<file path="config.mk">
export PLATFORM = sky130hd
export DESIGN_NAME = alu_exec_unit_flat
export DESIGN_NICKNAME = d
export VERILOG_FILES = /design/src/rtl/alu_exec_unit_if.sv /design/src/rtl/alu_exec_unit.sv /design/src/flat_wrapper.sv
export SDC_FILE = /design/constraint.sdc
export NUM_CORES = 1
export LEC_CHECK = 0
export ABC_AREA = 1
export CAP_MARGIN = 20
export CORE_MARGIN = 8
export CORE_UTILIZATION = 35
export CTS_CLUSTER_SIZE = 12
export DETAILED_ROUTE_END_ITERATION = 10
export GPL_ROUTABILITY_DRIVEN = 0
export GPL_TIMING_DRIVEN = 0
export SYNTH_ARGS = -nofsm -noshare
export SYNTH_HDL_FRONTEND = slang
export SYNTH_SLANG_ARGS = --single-unit
</file>
<file path="constraint.sdc">
create_clock -name clk_i -period 3.1 [get_ports clk_i]
set_input_delay 0.62 -clock clk_i [delete_from_list [all_inputs] [get_ports clk_i]]
set_output_delay 0.62 -clock clk_i [all_outputs]
set_load 0.005 [all_outputs]
</file>
<file path="src/rtl/alu_exec_unit_if.sv">
// Request/result bundle between the issuing stage (master) and alu_exec_unit (slave).
// Carries the valid/ready handshake, the operation code, both operands and the registered results.
interface alu_exec_unit_if #(
    parameter int DATA_W = 32
);
    logic              valid_i;
    logic              ready_o;
    logic [3:0]        ALUCtrl_i;
    logic [DATA_W-1:0] src1_i;
    logic [DATA_W-1:0] src2_i;
    logic [DATA_W-1:0] result_o;
    logic              zero_o;
    logic              overflow_o;
    logic              done_o;

    modport master (
        output valid_i, ALUCtrl_i, src1_i, src2_i,
        input  ready_o, result_o, zero_o, overflow_o, done_o
    );

    modport slave (
        input  valid_i, ALUCtrl_i, src1_i, src2_i,
        output ready_o, result_o, zero_o, overflow_o, done_o
    );
endinterface

</file>
<file path="src/rtl/alu_exec_unit.sv">
// Registered ALU execution unit: single-cycle logic/arithmetic, optional iterative multiplier.
// Define ALU_MUL_EN to build the shift-add multiplier (code 1000, DATA_W+1 cycle latency).
module alu_exec_unit #(
    parameter int DATA_W = 32
) (
    input  logic           clk_i,
    input  logic           rst_i,
    alu_exec_unit_if.slave bus
);
    localparam logic [3:0] OP_AND  = 4'b0000;
    localparam logic [3:0] OP_OR   = 4'b0001;
    localparam logic [3:0] OP_ADD  = 4'b0010;
    localparam logic [3:0] OP_SUB  = 4'b0110;
    localparam logic [3:0] OP_SLT  = 4'b0111;
    localparam logic [3:0] OP_NOR  = 4'b1100;
    localparam logic [3:0] OP_NAND = 4'b1101;
    localparam int         MSB     = DATA_W - 1;

    function automatic logic add_ovf(input logic a_msb, input logic b_msb, input logic s_msb);
        return (a_msb == b_msb) && (s_msb != a_msb);
    endfunction

    function automatic logic sub_ovf(input logic a_msb, input logic b_msb, input logic d_msb);
        return (a_msb != b_msb) && (d_msb != a_msb);
    endfunction

    logic [DATA_W-1:0] result_q, result_d;
    logic              zero_q, zero_d;
    logic              overflow_q, overflow_d;
    logic              done_q, done_d;
    logic [DATA_W-1:0] sum, diff, alu_res;
    logic              slt_bit, alu_ovf;
    logic              ready, accept;

`ifdef ALU_MUL_EN
    localparam logic [3:0]       OP_MUL     = 4'b1000;
    localparam logic [0:0]       ST_IDLE    = 1'b0;
    localparam logic [0:0]       ST_MUL_RUN = 1'b1;
    localparam int               CNT_W      = (DATA_W > 1) ? $clog2(DATA_W) : 1;
    localparam logic [CNT_W-1:0] CNT_LAST   = CNT_W'(DATA_W - 1);

    logic [0:0]          state_q, state_d;
    logic [CNT_W-1:0]    cnt_q, cnt_d;
    logic [2*DATA_W-1:0] acc_q, acc_d;
    logic [2*DATA_W-1:0] mcand_q, mcand_d;
    logic [DATA_W-1:0]   mplier_q, mplier_d;
    logic [2*DATA_W-1:0] acc_step;

    assign ready    = (state_q == ST_IDLE);
    assign acc_step = acc_q + (mplier_q[0] ? mcand_q : {(2*DATA_W){1'b0}});
`else
    assign ready    = 1'b1;
`endif

    assign accept = bus.valid_i && ready;

    // Single-cycle result and overflow for the code currently presented.
    always_comb begin
        sum     = bus.src1_i + bus.src2_i;
        diff    = bus.src1_i - bus.src2_i;
        // Differing signs decide SLT directly, so an overflowing A-B cannot flip it.
        slt_bit = (bus.src1_i[MSB] != bus.src2_i[MSB]) ? bus.src1_i[MSB] : diff[MSB];
        alu_res = {DATA_W{1'b0}};
        alu_ovf = 1'b0;
        case (bus.ALUCtrl_i)
            OP_AND:  alu_res = bus.src1_i & bus.src2_i;
            OP_OR:   alu_res = bus.src1_i | bus.src2_i;
            OP_ADD: begin
                alu_res = sum;
                alu_ovf = add_ovf(bus.src1_i[MSB], bus.src2_i[MSB], sum[MSB]);
            end
            OP_SUB: begin
                alu_res = diff;
                alu_ovf = sub_ovf(bus.src1_i[MSB], bus.src2_i[MSB], diff[MSB]);
            end
            OP_SLT:  alu_res = {{(DATA_W-1){1'b0}}, slt_bit};
            OP_NOR:  alu_res = ~(bus.src1_i | bus.src2_i);
            OP_NAND: alu_res = ~(bus.src1_i & bus.src2_i);
            default: begin
                alu_res = {DATA_W{1'b0}};
                alu_ovf = 1'b0;
            end
        endcase
    end

    // Next-state for outputs and, when built, the multiplier sequencer.
    always_comb begin
        result_d   = result_q;
        zero_d     = zero_q;
        overflow_d = overflow_q;
        done_d     = 1'b0;
`ifdef ALU_MUL_EN
        state_d    = state_q;
        cnt_d      = cnt_q;
        acc_d      = acc_q;
        mcand_d    = mcand_q;
        mplier_d   = mplier_q;
        if (state_q == ST_MUL_RUN) begin
            acc_d    = acc_step;
            mcand_d  = {mcand_q[2*DATA_W-2:0], 1'b0};
            mplier_d = {1'b0, mplier_q[DATA_W-1:1]};
            cnt_d    = cnt_q + CNT_W'(1);
            if (cnt_q == CNT_LAST) begin
                state_d    = ST_IDLE;
                cnt_d      = {CNT_W{1'b0}};
                result_d   = acc_step[DATA_W-1:0];
                zero_d     = (acc_step[DATA_W-1:0] == {DATA_W{1'b0}});
                overflow_d = |acc_step[2*DATA_W-1:DATA_W];
                done_d     = 1'b1;
            end else begin
                state_d    = ST_MUL_RUN;
            end
        end else if (accept) begin
            if (bus.ALUCtrl_i == OP_MUL) begin
                state_d  = ST_MUL_RUN;
                cnt_d    = {CNT_W{1'b0}};
                acc_d    = {(2*DATA_W){1'b0}};
                mcand_d  = {{DATA_W{1'b0}}, bus.src1_i};
                mplier_d = bus.src2_i;
            end else begin
                result_d   = alu_res;
                zero_d     = (alu_res == {DATA_W{1'b0}});
                overflow_d = alu_ovf;
                done_d     = 1'b1;
            end
        end else begin
            state_d = ST_IDLE;
        end
`else
        if (accept) begin
            result_d   = alu_res;
            zero_d     = (alu_res == {DATA_W{1'b0}});
            overflow_d = alu_ovf;
            done_d     = 1'b1;
        end else begin
            done_d     = 1'b0;
        end
`endif
    end

    // Output registers with synchronous reset.
    always_ff @(posedge clk_i) begin
        if (rst_i) begin
            result_q   <= {DATA_W{1'b0}};
            zero_q     <= 1'b1;
            overflow_q <= 1'b0;
            done_q     <= 1'b0;
        end else begin
            result_q   <= result_d;
            zero_q     <= zero_d;
            overflow_q <= overflow_d;
            done_q     <= done_d;
        end
    end

`ifdef ALU_MUL_EN
    // Multiplier sequencer registers; reset aborts any operation in flight.
    always_ff @(posedge clk_i) begin
        if (rst_i) begin
            state_q  <= ST_IDLE;
            cnt_q    <= {CNT_W{1'b0}};
            acc_q    <= {(2*DATA_W){1'b0}};
            mcand_q  <= {(2*DATA_W){1'b0}};
            mplier_q <= {DATA_W{1'b0}};
        end else begin
            state_q  <= state_d;
            cnt_q    <= cnt_d;
            acc_q    <= acc_d;
            mcand_q  <= mcand_d;
            mplier_q <= mplier_d;
        end
    end
`endif

    assign bus.ready_o    = ready;
    assign bus.result_o   = result_q;
    assign bus.zero_o     = zero_q;
    assign bus.overflow_o = overflow_q;
    assign bus.done_o     = done_q;
endmodule
</file>
<file path="src/flat_wrapper.sv">
// flat-port wrapper written by rule: the top's interface ports become plain ports
module alu_exec_unit_flat 
#(
    parameter int DATA_W = 32
)
  (clk_i, rst_i, bus_valid_i, bus_ALUCtrl_i, bus_src1_i, bus_src2_i, bus_ready_o, bus_result_o, bus_zero_o, bus_overflow_o, bus_done_o);
  alu_exec_unit_if #(.DATA_W(DATA_W)) bus_i ();
  input  logic clk_i;
  input  logic rst_i;
  input wire logic [$bits(bus_i.valid_i)-1:0] bus_valid_i;
  input wire logic [$bits(bus_i.ALUCtrl_i)-1:0] bus_ALUCtrl_i;
  input wire logic [$bits(bus_i.src1_i)-1:0] bus_src1_i;
  input wire logic [$bits(bus_i.src2_i)-1:0] bus_src2_i;
  output wire logic [$bits(bus_i.ready_o)-1:0] bus_ready_o;
  output wire logic [$bits(bus_i.result_o)-1:0] bus_result_o;
  output wire logic [$bits(bus_i.zero_o)-1:0] bus_zero_o;
  output wire logic [$bits(bus_i.overflow_o)-1:0] bus_overflow_o;
  output wire logic [$bits(bus_i.done_o)-1:0] bus_done_o;
  assign bus_i.valid_i = bus_valid_i;
  assign bus_i.ALUCtrl_i = bus_ALUCtrl_i;
  assign bus_i.src1_i = bus_src1_i;
  assign bus_i.src2_i = bus_src2_i;
  assign bus_ready_o = bus_i.ready_o;
  assign bus_result_o = bus_i.result_o;
  assign bus_zero_o = bus_i.zero_o;
  assign bus_overflow_o = bus_i.overflow_o;
  assign bus_done_o = bus_i.done_o;
  alu_exec_unit #(.DATA_W(DATA_W)) u_core (.clk_i(clk_i), .rst_i(rst_i), .bus(bus_i));
endmodule
</file>
Word level (Yosys, flattened, before mapping)
Index checks and enable logic that the tools add are counted.
W data, S select, Z words.
- bits in registers: 35
- output and inout bits: 36
- input port bits: 71
- logic and storage cells: 28
- add/sub/neg operators: 2
- bitwise gates (word level): 4
- eq/ne operators: 10
- multiplexer cells: 4
- reduce and logical (&&, ||, !) cells: 4
- operators by type and width (operator ; count):
    $pmux W32 S7 ; 1
    $not A32 Y32 ; 2
    $add A32 B32 Y32 ; 1
    $and A32 B32 Y32 ; 1
    $logic_not A32 Y1 ; 1
    $or A32 B32 Y32 ; 1
    $sub A32 B32 Y32 ; 1
    $eq A4 B3 Y1 const B ; 2
    $eq A4 B4 Y1 const B ; 2
    $eq A4 B1 Y1 const B ; 1
    $eq A4 B2 Y1 const B ; 1
    $logic_not A4 Y1 ; 1
    $ne A1 B1 Y1 ; 3
    $logic_and A1 B1 Y1 ; 2
    $mux W1 ; 2
    $pmux W1 S2 ; 1
    $eq A1 B1 Y1 ; 1

Depth between registers and ports, before layout
Gate-level depths: netlist of the first run.
- depth after elaboration: 4
- gate-level depth with buffers: 29

Least setup slack after synthesis of the first run
Ideal clock, no wire load.
- kind: input port to flip-flop
- start point: input bus_src2_i[13]
- end point: register u_core.zero_q, in the netlist u_core.bus.zero_o
- path buffers: 1
- slack: -0.129 ns
- cell stages on the path: 21
- library setup time: 0.059 ns
- arrival time: 3.170 ns
- path through: inv_1 -> ha_1 -> buf_2 -> nor2_1 -> nand2_1 -> nor2_1 -> and2_1 -> nand2_1 -> nand2_1 -> nand2_1 -> nand2_1 -> a21oi_1 -> fa_1 -> o21ai_0 -> a211oi_1 -> o21ai_0 -> nor2_1 -> nand3_1 -> nor2_1 -> nand2_1 -> nand2_1
- word-level cells in the longest chain between the ends: 4
- elaborated cells between the ends (all ways): 9
- ends and longest elaborated chain (element ; RTL line ; source):
    start: declaration ; flat_wrapper.sv:13 ; input wire logic [$bits(bus_i.src2_i)-1:0] bus_src2_i;
    $sub A32 B32 Y32 (tied with other cells) ; alu_exec_unit.sv:60 ; diff = bus.src1_i - bus.src2_i;
    $mux W1 (tied with other cells) ; alu_exec_unit.sv:62 ; slt_bit = (bus.src1_i[MSB] != bus.src2_i[MSB]) ? bus.src1_i[MSB] : diff[MSB];
    $pmux W32 S7 * ; alu_exec_unit.sv:65 ; case (bus.ALUCtrl_i)
    $logic_not A32 Y1 * ; alu_exec_unit.sv:132 ; zero_d = (alu_res == {DATA_W{1'b0}});
    end signal: assignment ; alu_exec_unit.sv:150 ; zero_q <= zero_d;
    end: declaration ; alu_exec_unit.sv:28 ; logic zero_q, zero_d;
Every way passes the cells marked *; elsewhere a longest branch is shown, timed or not.
A chain may end at the register's enable or synchronous reset.

Final worst setup path of the first run
- start point: input bus_ALUCtrl_i[1]
- end point: register u_core.zero_q, in the netlist u_core.bus.zero_o
- word-level cells in the longest chain between the ends: 3
- elaborated cells between the ends (all ways): 9
- ends and longest elaborated chain (element ; RTL line ; source):
    start: declaration ; flat_wrapper.sv:11 ; input wire logic [$bits(bus_i.ALUCtrl_i)-1:0] bus_ALUCtrl_i;
    $eq A4 B4 Y1 (tied with other cells) ; alu_exec_unit.sv:65 ;
    $pmux W32 S7 * ; alu_exec_unit.sv:65 ;
    $logic_not A32 Y1 * ; alu_exec_unit.sv:132 ;
Marked as above.

==> results of run 1 <==
## worst reg2reg max path, cell delays in order (launching register included)
cell     delay, ns
dfxtp_1       0.32
nor2_1        0.10
nor2_1        0.05
o21ai_0       0.08
inv_1         0.05
## metal layers
| metal | vias up | global-route usage |
|---|---|---|
| met2 | 447 | 0.365 |
| met3 | 72 | 0.0376 |
| met1 | 4626 | 0.292 |
| met4 | 2 | 0.0734 |
| met5 | - | 0 |
| li1 | 5179 | - |
## cell families (layout without fill, tap and decap cells)
| kind of cell | Yosys count | count (layout) | synth area share |
|---|---|---|---|
| other | 1 | 1 | 0.000466 |
| and+or+nand+nor | 846 | 846 | 0.432 |
| buffers and inverters | 374 | 582 | 0.182 |
| AOI/OAI and AO/OA | 183 | 183 | 0.134 |
| adders and majority gates | 103 | 103 | 0.163 |
| DFF | 35 | 35 | 0.0871 |
| xor gates and xnor gates | 2 | 2 | 0.00218 |
## cells in the mapped netlist (all sizes together)
cell type,count,area [sq um]
o21bai,9,67.6
or2,2,12.5
xor2,2,17.5
a21oi,57,293
and2,4,25.0
nand4,18,113
nand3,142,716
nor3b,1,7.51
o22ai,14,87.6
clkbuf,13,48.8
o31ai,1,7.51
and3,1,6.26
o21ai,65,325
a31oi,1,6.26
nor3,11,60.1
nand2,455,1720
a21o,2,15.0
nand3b,1,7.51
fa,3,60.1
inv,322,1210
conb,1,3.75
o211ai,10,75.1
buf,39,206
dfxtp,35,701
o211a,1,10.0
a211oi,12,90.1
nor2,211,800
o221ai,1,8.76
a221oi,10,87.6
ha,100,1250
## worst paths after layout
path | end | slack (ns) | depth (start not counted)
setup / recovery | u_core.bus.zero_o | -0.03 | 14
hold / removal | u_core.bus.result_o[25] | 0.48 | 2
setup reg to reg | u_core.bus.result_o[19] | 2.40 | 4
hold reg to reg | u_core.bus.result_o[25] | 0.48 | 2
## flip-flops by register name (all words and copies together), names as in the netlist
signal and cells:
u_core.bus.done_o 1, u_core.bus.overflow_o 1, u_core.bus.result_o 32, u_core.bus.zero_o 1
## stage by stage
stage          power [mW]   util  cells
2_1_floorplan        1.42      -   1544
3_3_place_gp         1.89  0.426   1934
3_5_place_dp         1.91  0.426   1934
4_1_cts              2.75  0.488   2041
5_1_grt              3.04  0.499   2037
6_report             2.83  0.499   2037
## cell type report
class,count,share of cell area
clock inverters,3,0.00389
flip-flops and latches,35,0.0622
clock buffers,5,0.0111
well taps,285,0.0317
inverters,322,0.116
repair buffers,223,0.166
multi-input cells,1135,0.596
plain buffers,29,0.0129
## power groups by stage
| stage | sequential, mW | combinational [mW] | clock, mW |
|---|---|---|---|
| after global placement | 0.509 | 1.38 | 0 |
| after global routing | 0.503 | 1.94 | 0.597 |
| final | 0.499 | 1.77 | 0.566 |
| after floorplan | 0.509 | 0.908 | 0 |
| after CTS | 0.499 | 1.67 | 0.580 |
| after detailed placement | 0.509 | 1.40 | 0 |
## timing repair
| action | 4_1_cts | 5_1_grt |
|---|---|---|
| resized for setup | 396 | 148 |
| buffers inserted | 100 | 20 |
| setup endpoints to repair | 11 | 15 |
| pin swaps | 74 | 75 |
==> flow_summary.ini, run 1 <==
[power_and_ir_drop]
pwr-share-seq = 0.176
power.density_nw_per_um2 = 251
ir_drop_mv = 0.319
swShare = 0.440
leakagePower_nw = 6.12
comb_power_share = 0.624
p_sw_mw = 1.24
p_clk_frac = 0.200
internal-power_mw = 1.59

[run_status]
status = finished, violations left
violations = negative setup slack

[setup_path]
slowest_stage = a211oi_1
endpoint_kind = flip-flop
path_cells = clkdlybuf4s50_1 -> nor2_1 -> nand2_2 -> inv_2 -> buf_2 -> a211oi_1 -> o21ai_0 -> nor2_2 -> nand2_1 -> nor2_1 -> nand3_1 -> nor2_1 -> nand2_1 -> nand2_1
critPathRequiredTime_ns = 3.32
startpoint = bus_ALUCtrl_i[1]
crit_family = buffers and inverters
critical_path.max_stage_delay_ns = 0.61
crit_fanout = 10
arrival_ns = 3.36
reg2reg_from = u_core.bus.result_o[19]
critical_path.startpoint_type = input port
worstSetupPathType = input port to flip-flop
crit_buf_inv = 3

[clocking]
cts_made_buffers = 5
cts_tree = done
cts.sinks = 35
clk_path_buf_depth = 2
root_buffer = clkbuf_16
htree_levels = 2
hold_buffers = 0
clkTransAtPathRegs_ns = 0.06
clk_latency_ns = 0.28

[routing]
wirelength_met1_microns = 14100
drt_first_pass_iters = 6
wl_met2_microns = 14300
vias = 10300
via_per_inst = 5.07
drtIter0Drc = 913
highest-signal-layer = met5
dr_wl_met3_microns = 3020
drcViolationCount = 0
postRouteAntennaNets = 0
wl_microns = 32600
avgRoutedWirePerCell_microns = 16.0

[floorplan]
die_width_microns = 168
rows = 55
die_h_microns = 168
start_util = 0.356
ios = 107
die-area_sq_um = 28100
fp.coreArea_sq_um = 22600

[grt]
grt_pass1_vias = 9667
grt_max_degree = 13
overflow = 0
grt_pass1_wl_microns = 50400
antenna_found_initial = 1
grt_usage = 0.223

[timing]
rsz0062_at_grt = true
fin_crit_sh = 1.01
worst_slack_ns = -0.0320
setup-tns-final_ns = -0.0320
skew_ns = 0
timing.fmax_mhz = 319
setup-violations-final = 1
whs_ns = 0.481
min_period_ns = 3.13
hold_viol = 0
worst_pin_slew_ns = 0.872
maxSlewViolCount = 0
relSlewSlack = 0.419

[hold_path]
min_from = u_core.bus.result_o[25]
hold_path_class = flip-flop to flip-flop

[yosys]
synth_seq_cells = 35
syn_nets = 1718
netlist_instances = 1544
syn_avg_cell_area_sq_um = 5.21
ys_seq_area_frac = 0.0871
syn_area_sq_um = 8040
yosysWarnings = 0
ys_types = 38

[final_layout]
ff_latch_area_sq_um = 701
nets = 1925
area_growth_pct = 40.0
n_antenna_cell = 0
multiInputGateArea_sq_um = 6710
fill_cells = 2374
drive_gt1_frac = 0.229
final_common_cell = nand2_1
stdcell_area_sq_um = 11300
final_cell_mix = 415 x nand2_1, 249 x inv_1, 186 x nor2_1

[flow_run]
maxCapViolations = 0

[placement]
dpl.hpwl_microns = 25600
port_buffers = 105
postPlaceCellArea_sq_um = 9620
post-place-ws_ns = -1.12
No activity file was read; power rests on OpenSTA's default activity.
==> run 2: changes to the inputs <==
--- a/config.mk
+++ b/config.mk
@@ -8,11 +8,13 @@
 export ABC_AREA = 1
 export CAP_MARGIN = 20
 export CORE_MARGIN = 8
-export CORE_UTILIZATION = 35
+export CORE_UTILIZATION = 45
+export CTS_CLUSTER_DIAMETER = 120
 export CTS_CLUSTER_SIZE = 12
 export DETAILED_ROUTE_END_ITERATION = 10
 export GPL_ROUTABILITY_DRIVEN = 0
 export GPL_TIMING_DRIVEN = 0
+export PLACE_DENSITY = 0.7
 export SYNTH_ARGS = -nofsm -noshare
 export SYNTH_HDL_FRONTEND = slang
 export SYNTH_SLANG_ARGS = --single-unit
==> run 2 against run 1 <==
  * The flow still finishes with violations (negative setup slack)
  * Setup slack lost 0.056 ns
  * Count of clock-buffer cells in the layout grew 1
  * Die area shrank 20%
  * Global-route usage grew 5.5 points
  * Sequential share of layout area shrank 0.14 points
  * Flip-flop and latch count is the same
  * Largest power group unchanged
==> flow_summary.ini, run 2 (synthesis gave the netlist of run 1 again) <==
[setup_path]
critPathRequiredTime_ns = 3.27
crit_fanout = 10
arrival_ns = 3.36
r2r_slack_ns = 2.39
crit_family = buffers and inverters
critical_path.startpoint_type = input port
r2r_end = u_core.bus.result_o[20]
path_cells = clkdlybuf4s50_1 -> nand2_1 -> inv_1 -> nand2_1 -> inv_2 -> buf_1 -> nand3_1 -> nand3_1 -> nor2_1 -> nand3_1 -> nor2_1 -> nand2_1 -> nand2_1
worstSetupPathType = input port to flip-flop
endpoint_kind = flip-flop
reg2reg_from = u_core.bus.result_o[20]
cp_common_cell = nand2_1
slowest_stage = buf_1
critical_path.max_stage_delay_ns = 0.65
crit_buf_inv = 4
rr_worst_depth = 4

[timing]
min_period_ns = 3.19
setup-tns-final_ns = -0.0878
maxSlewViolCount = 0
worst_pin_slew_ns = 0.925
setup-violations-final = 1
fin_crit_sh = 1.03
worst_slack_ns = -0.0878
hold_viol = 0
whs_ns = 0.493
relSlewSlack = 0.383
rsz0062_at_grt = true
timing.fmax_mhz = 314
skew_ns = 0

[routing]
drtIter0Drc = 1261
drcViolationCount = 0
wl_microns = 33000
postRouteAntennaNets = 0
vias = 10800
drt_first_pass_iters = 8
avgRoutedWirePerCell_microns = 16.4
via_per_inst = 5.41

[floorplan]
die_h_microns = 150
rows = 49
die-area_sq_um = 22400
fp.coreArea_sq_um = 17700
die_width_microns = 150
ios = 107
start_util = 0.454

[power_and_ir_drop]
leakagePower_nw = 6.25
ir_drop_mv = 0.404
power.density_nw_per_um2 = 244
power_mw = 2.81

[final_layout]
n_antenna_cell = 0
post_layout_nonfiller_instances = 2005
stdcell_area_sq_um = 11500
final_common_cell = nand2_1
drive_gt1_frac = 0.253
nets = 1951
largest_reg_flops = 32
area_growth_pct = 43.2
final_cell_mix = 411 x nand2_1, 249 x inv_1, 178 x nor2_1

[run_status]
status = finished, violations left
violations = negative setup slack

[clocking]
clkTransAtPathRegs_ns = 0.05
cts_made_buffers = 5
clk_path_buf_depth = 2
root_buffer = clkbuf_16
hold_buffers = 0
cts.sinks = 35
htree_levels = 2
cts_tree = done
clk_latency_ns = 0.27

[hold_path]
hold_end = u_core.bus.result_o[10]
hold_depth = 2
hold_path_class = flip-flop to flip-flop
min_from = u_core.bus.result_o[10]

[grt]
grt_pass1_wl_microns = 49500
grt_usage = 0.278
overflow = 0
grt_pass1_vias = 9922
antenna_found_initial = 0
grt_max_degree = 11

[placement]
port_buffers = 105
placedCellCount = 1878
postPlaceCellArea_sq_um = 9550
dpl.hpwl_microns = 24400

[flow_run]
maxCapViolations = 0
-- run 2: metal layers --
metal	up-vias	track usage	wire length, microns
li1	5244	-	-
met1	4844	0.359	13500
met2	629	0.451	14400
met3	124	0.0435	3570
met4	0	0.115	1550
met5	-	0	0
-- run 2: worst min-delay path, delay by kind of cell (launching register included) --
| family | cells | cell delay, ns |
|---|---|---|
| buffers and inverters | 1 | 0.05 |
| DFF | 1 | 0.33 |
| AOI/OAI and AO/OA | 1 | 0.08 |
-- run 2: timing repair --
action	CTS	global route
pin swaps	82	93
setup endpoints to repair	11	18
resized for setup	387	207
setup buffers	116	31
-- run 2: worst max path at each step --
stage,end,startpoint,cells after the start
6_report,u_core.bus.zero_o,bus_ALUCtrl_i[1],13
5_1_grt,u_core.bus.zero_o,bus_src1_i[3],27
4_1_cts,u_core.bus.zero_o,bus_src1_i[8],28
3_5_place_dp,u_core.bus.zero_o,bus_src2_i[13],27
3_3_place_gp,u_core.bus.zero_o,bus_src2_i[13],27
2_1_floorplan,u_core.bus.zero_o,bus_src1_i[11],22
-- run 2: area by class of cell --
type / instances / area [sq um]
multi-input combinational: 1135 / 6820
tap: 229 / 287
buffer: 29 / 149
clock buffer: 6 / 129
inverter: 322 / 1320
sequential: 35 / 701
timing repair buffer: 249 / 2110
fill: 1620 / 6200
-- run 2: per-stage QoR --
stage                     utilization  setup WS, ns
final                           0.650       -0.0878
after global placement          0.539         -1.09
after floorplan                     -       0.00707
after CTS                       0.621        -0.204
after global routing            0.650        -0.307
after detailed placement        0.539         -1.14
-- run 2: report_power, final --
group | switching [mW] | internal, mW
registers | 0.0177 | 0.483
clock network | 0.167 | 0.288
logic | 1.08 | 0.778
==> run 3: changes to the inputs <==
--- a/config.mk
+++ b/config.mk
@@ -12,9 +12,10 @@
 export CTS_CLUSTER_DIAMETER = 120
 export CTS_CLUSTER_SIZE = 12
 export DETAILED_ROUTE_END_ITERATION = 10
-export GPL_ROUTABILITY_DRIVEN = 0
+export GPL_ROUTABILITY_DRIVEN = 1
 export GPL_TIMING_DRIVEN = 0
 export PLACE_DENSITY = 0.7
+export SLEW_MARGIN = 20
 export SYNTH_ARGS = -nofsm -noshare
 export SYNTH_HDL_FRONTEND = slang
 export SYNTH_SLANG_ARGS = --single-unit
==> run 3 against run 2 <==
  * The run still ends with negative setup slack left
  * Final cell count fell by 1.1%
  * Register-to-register slack barely moved
  * Sequential share of layout area rose by 0.33 points
  * Via count fell by 2.8%
  * Count of clock-buffer cells in the layout fell by 1
  * Combinational power fell by 4%
  * Design area fell by 5.2%
  * Largest cell class unchanged
  * Highest routed layer is now met5
==> flow_summary.ini, run 3 (synthesis gave the netlist of run 1 again) <==
[run_status]
status = finished, violations left
violations = negative setup slack

[timing]
maxSlewViolCount = 0
worst_slack_ns = -0.149
whs_ns = 0.485
skew_ns = 0
rsz0062_at_grt = true
worst_pin_slew_ns = 0.901
timing.fmax_mhz = 308
min_period_ns = 3.25
setup-tns-final_ns = -0.160
relSlewSlack = 0.399
setup-violations-final = 2
hold_viol = 0
fin_crit_sh = 1.05

[floorplan]
die_h_microns = 150
fp.coreArea_sq_um = 17700
start_util = 0.454
rows = 49
die_width_microns = 150
die-area_sq_um = 22400
ios = 107

[power_and_ir_drop]
power.density_nw_per_um2 = 252
leakagePower_nw = 6.10
power_mw = 2.76
ir_drop_mv = 0.449

[setup_path]
critical_path.startpoint_type = input port
worstSetupPathType = input port to flip-flop
r2r_end = u_core.bus.result_o[28]
critPathRequiredTime_ns = 3.33
crit_fanout = 4
r2r_slack_ns = 2.39
arrival_ns = 3.48
startpoint = bus_src1_i[4]
rr_worst_depth = 4
endpoint_kind = flip-flop
cp-endpoint = u_core.bus.zero_o
reg2reg_from = u_core.bus.result_o[28]

[routing]
avgRoutedWirePerCell_microns = 17.0
postRouteAntennaNets = 0
wl_microns = 33700
vias = 10500
drtIter0Drc = 951
drcViolationCount = 0
via_per_inst = 5.32
drt_first_pass_iters = 6

[final_layout]
final_common_cell = nand2_1
largest_reg_flops = 32
final_cell_mix = 416 x nand2_1, 256 x inv_1, 189 x nor2_1
nets = 1926
stdcell_area_sq_um = 10900
n_antenna_cell = 0
area_growth_pct = 35.8
drive_gt1_frac = 0.216
post_layout_nonfiller_instances = 1982

[clocking]
clk_latency_ns = 0.28
cts_tree = done
clk_path_buf_depth = 2
cts_made_buffers = 5
cts.sinks = 35
clkTransAtPathRegs_ns = 0.05
htree_levels = 2
root_buffer = clkbuf_16

[grt]
grt_pass1_wl_microns = 50500
overflow = 0
antenna_found_initial = 1
grt_usage = 0.289
grt_pass1_vias = 9745
grt_max_degree = 12

[placement]
dpl.hpwl_microns = 26300
postPlaceCellArea_sq_um = 9550
routabilityCongestion = 1.02
port_buffers = 105
placedCellCount = 1878

[flow_run]
maxCapViolations = 0

[hold_path]
hold_path_class = flip-flop to flip-flop
run 3: changes by cell type in the layout (fill, tap and decap cells not counted), sizes merged:
cell / delta
clkdlybuf4s50: +2
clkinv: +3
clkbuf: +29
buf: -60
clkdlybuf4s15: +4
dlymetal6s2s: -1
run 3: layout make-up:
class                   count  area [sq um]
plain buffers              43           299
clock buffers               5           125
clock inverters             3          15.0
fillers                  1807          6800
inverters                 322          1240
multi-input cells        1135          6600
flip-flops and latches     35           701
well taps                 229           287
repair buffers            210          1650
run 3: how the worst min path moves through the flow:
stage               slack [ns]                     from  cells after the start                 endpoint
detailed placement        0.47        u_core.bus.zero_o                      2        u_core.bus.zero_o
floorplan                 0.47        u_core.bus.zero_o                      2        u_core.bus.zero_o
finish                    0.48        u_core.bus.zero_o                      2        u_core.bus.zero_o
CTS                       0.48        u_core.bus.zero_o                      2        u_core.bus.zero_o
global route              0.50  u_core.bus.result_o[25]                      2  u_core.bus.result_o[25]
global placement          0.46        u_core.bus.zero_o                      2        u_core.bus.zero_o
run 3: layer usage:
layer	up-vias	GRT usage	part of all wire
met1	4733	0.370	0.42
met2	532	0.479	0.44
met3	85	0.0423	0.096
met4	2	0.111	0.038
li1	5190	-	-
met5	-	0	0.00024
run 3: what timing repair did:
item / in CTS / in global routing
setup endpoints to repair: 11 / 20
resized for setup: 234 / 182
hold buffers: 0 / 0
pin swaps: 55 / 37
setup buffers: 84 / 21
run 3: critical path: stages:
cell	delay, ns
buf_2	0.12
inv_2	0.05
ha_4	0.30
inv_4	0.04
nand2_1	0.07
nand2_2	0.07
buf_4	0.14
buf_4	0.12
buf_4	0.12
buf_4	0.12
buf_4	0.12
buf_4	0.12
buf_4	0.12
nand2_1	0.08
nand2_2	0.08
nand2_1	0.07
nand3_2	0.12
xor2_1	0.16
nor2_1	0.05
nor2_1	0.23
nand2_1	0.08
nor2_1	0.11
nand3_1	0.13
nor2_1	0.13
nand2_1	0.06
nand2_1	0.05
run 3: per-stage QoR:
stage | util | setup WS, ns
2_1_floorplan | - | 0.00707
4_1_cts | 0.609 | -0.252
3_3_place_gp | 0.539 | -1.17
5_1_grt | 0.616 | -0.293
6_report | 0.616 | -0.149
3_5_place_dp | 0.539 | -1.19
run 3: report_power, final:
part | total (mW) | leakage (nW) | switching [mW] | internal, mW
combinational | 1.78 | 5.74 | 1.07 | 0.713
sequential | 0.498 | 0.290 | 0.0163 | 0.482
clock | 0.479 | 0.0733 | 0.186 | 0.293
total | 2.76 | 6.10 | 1.27 | 1.49
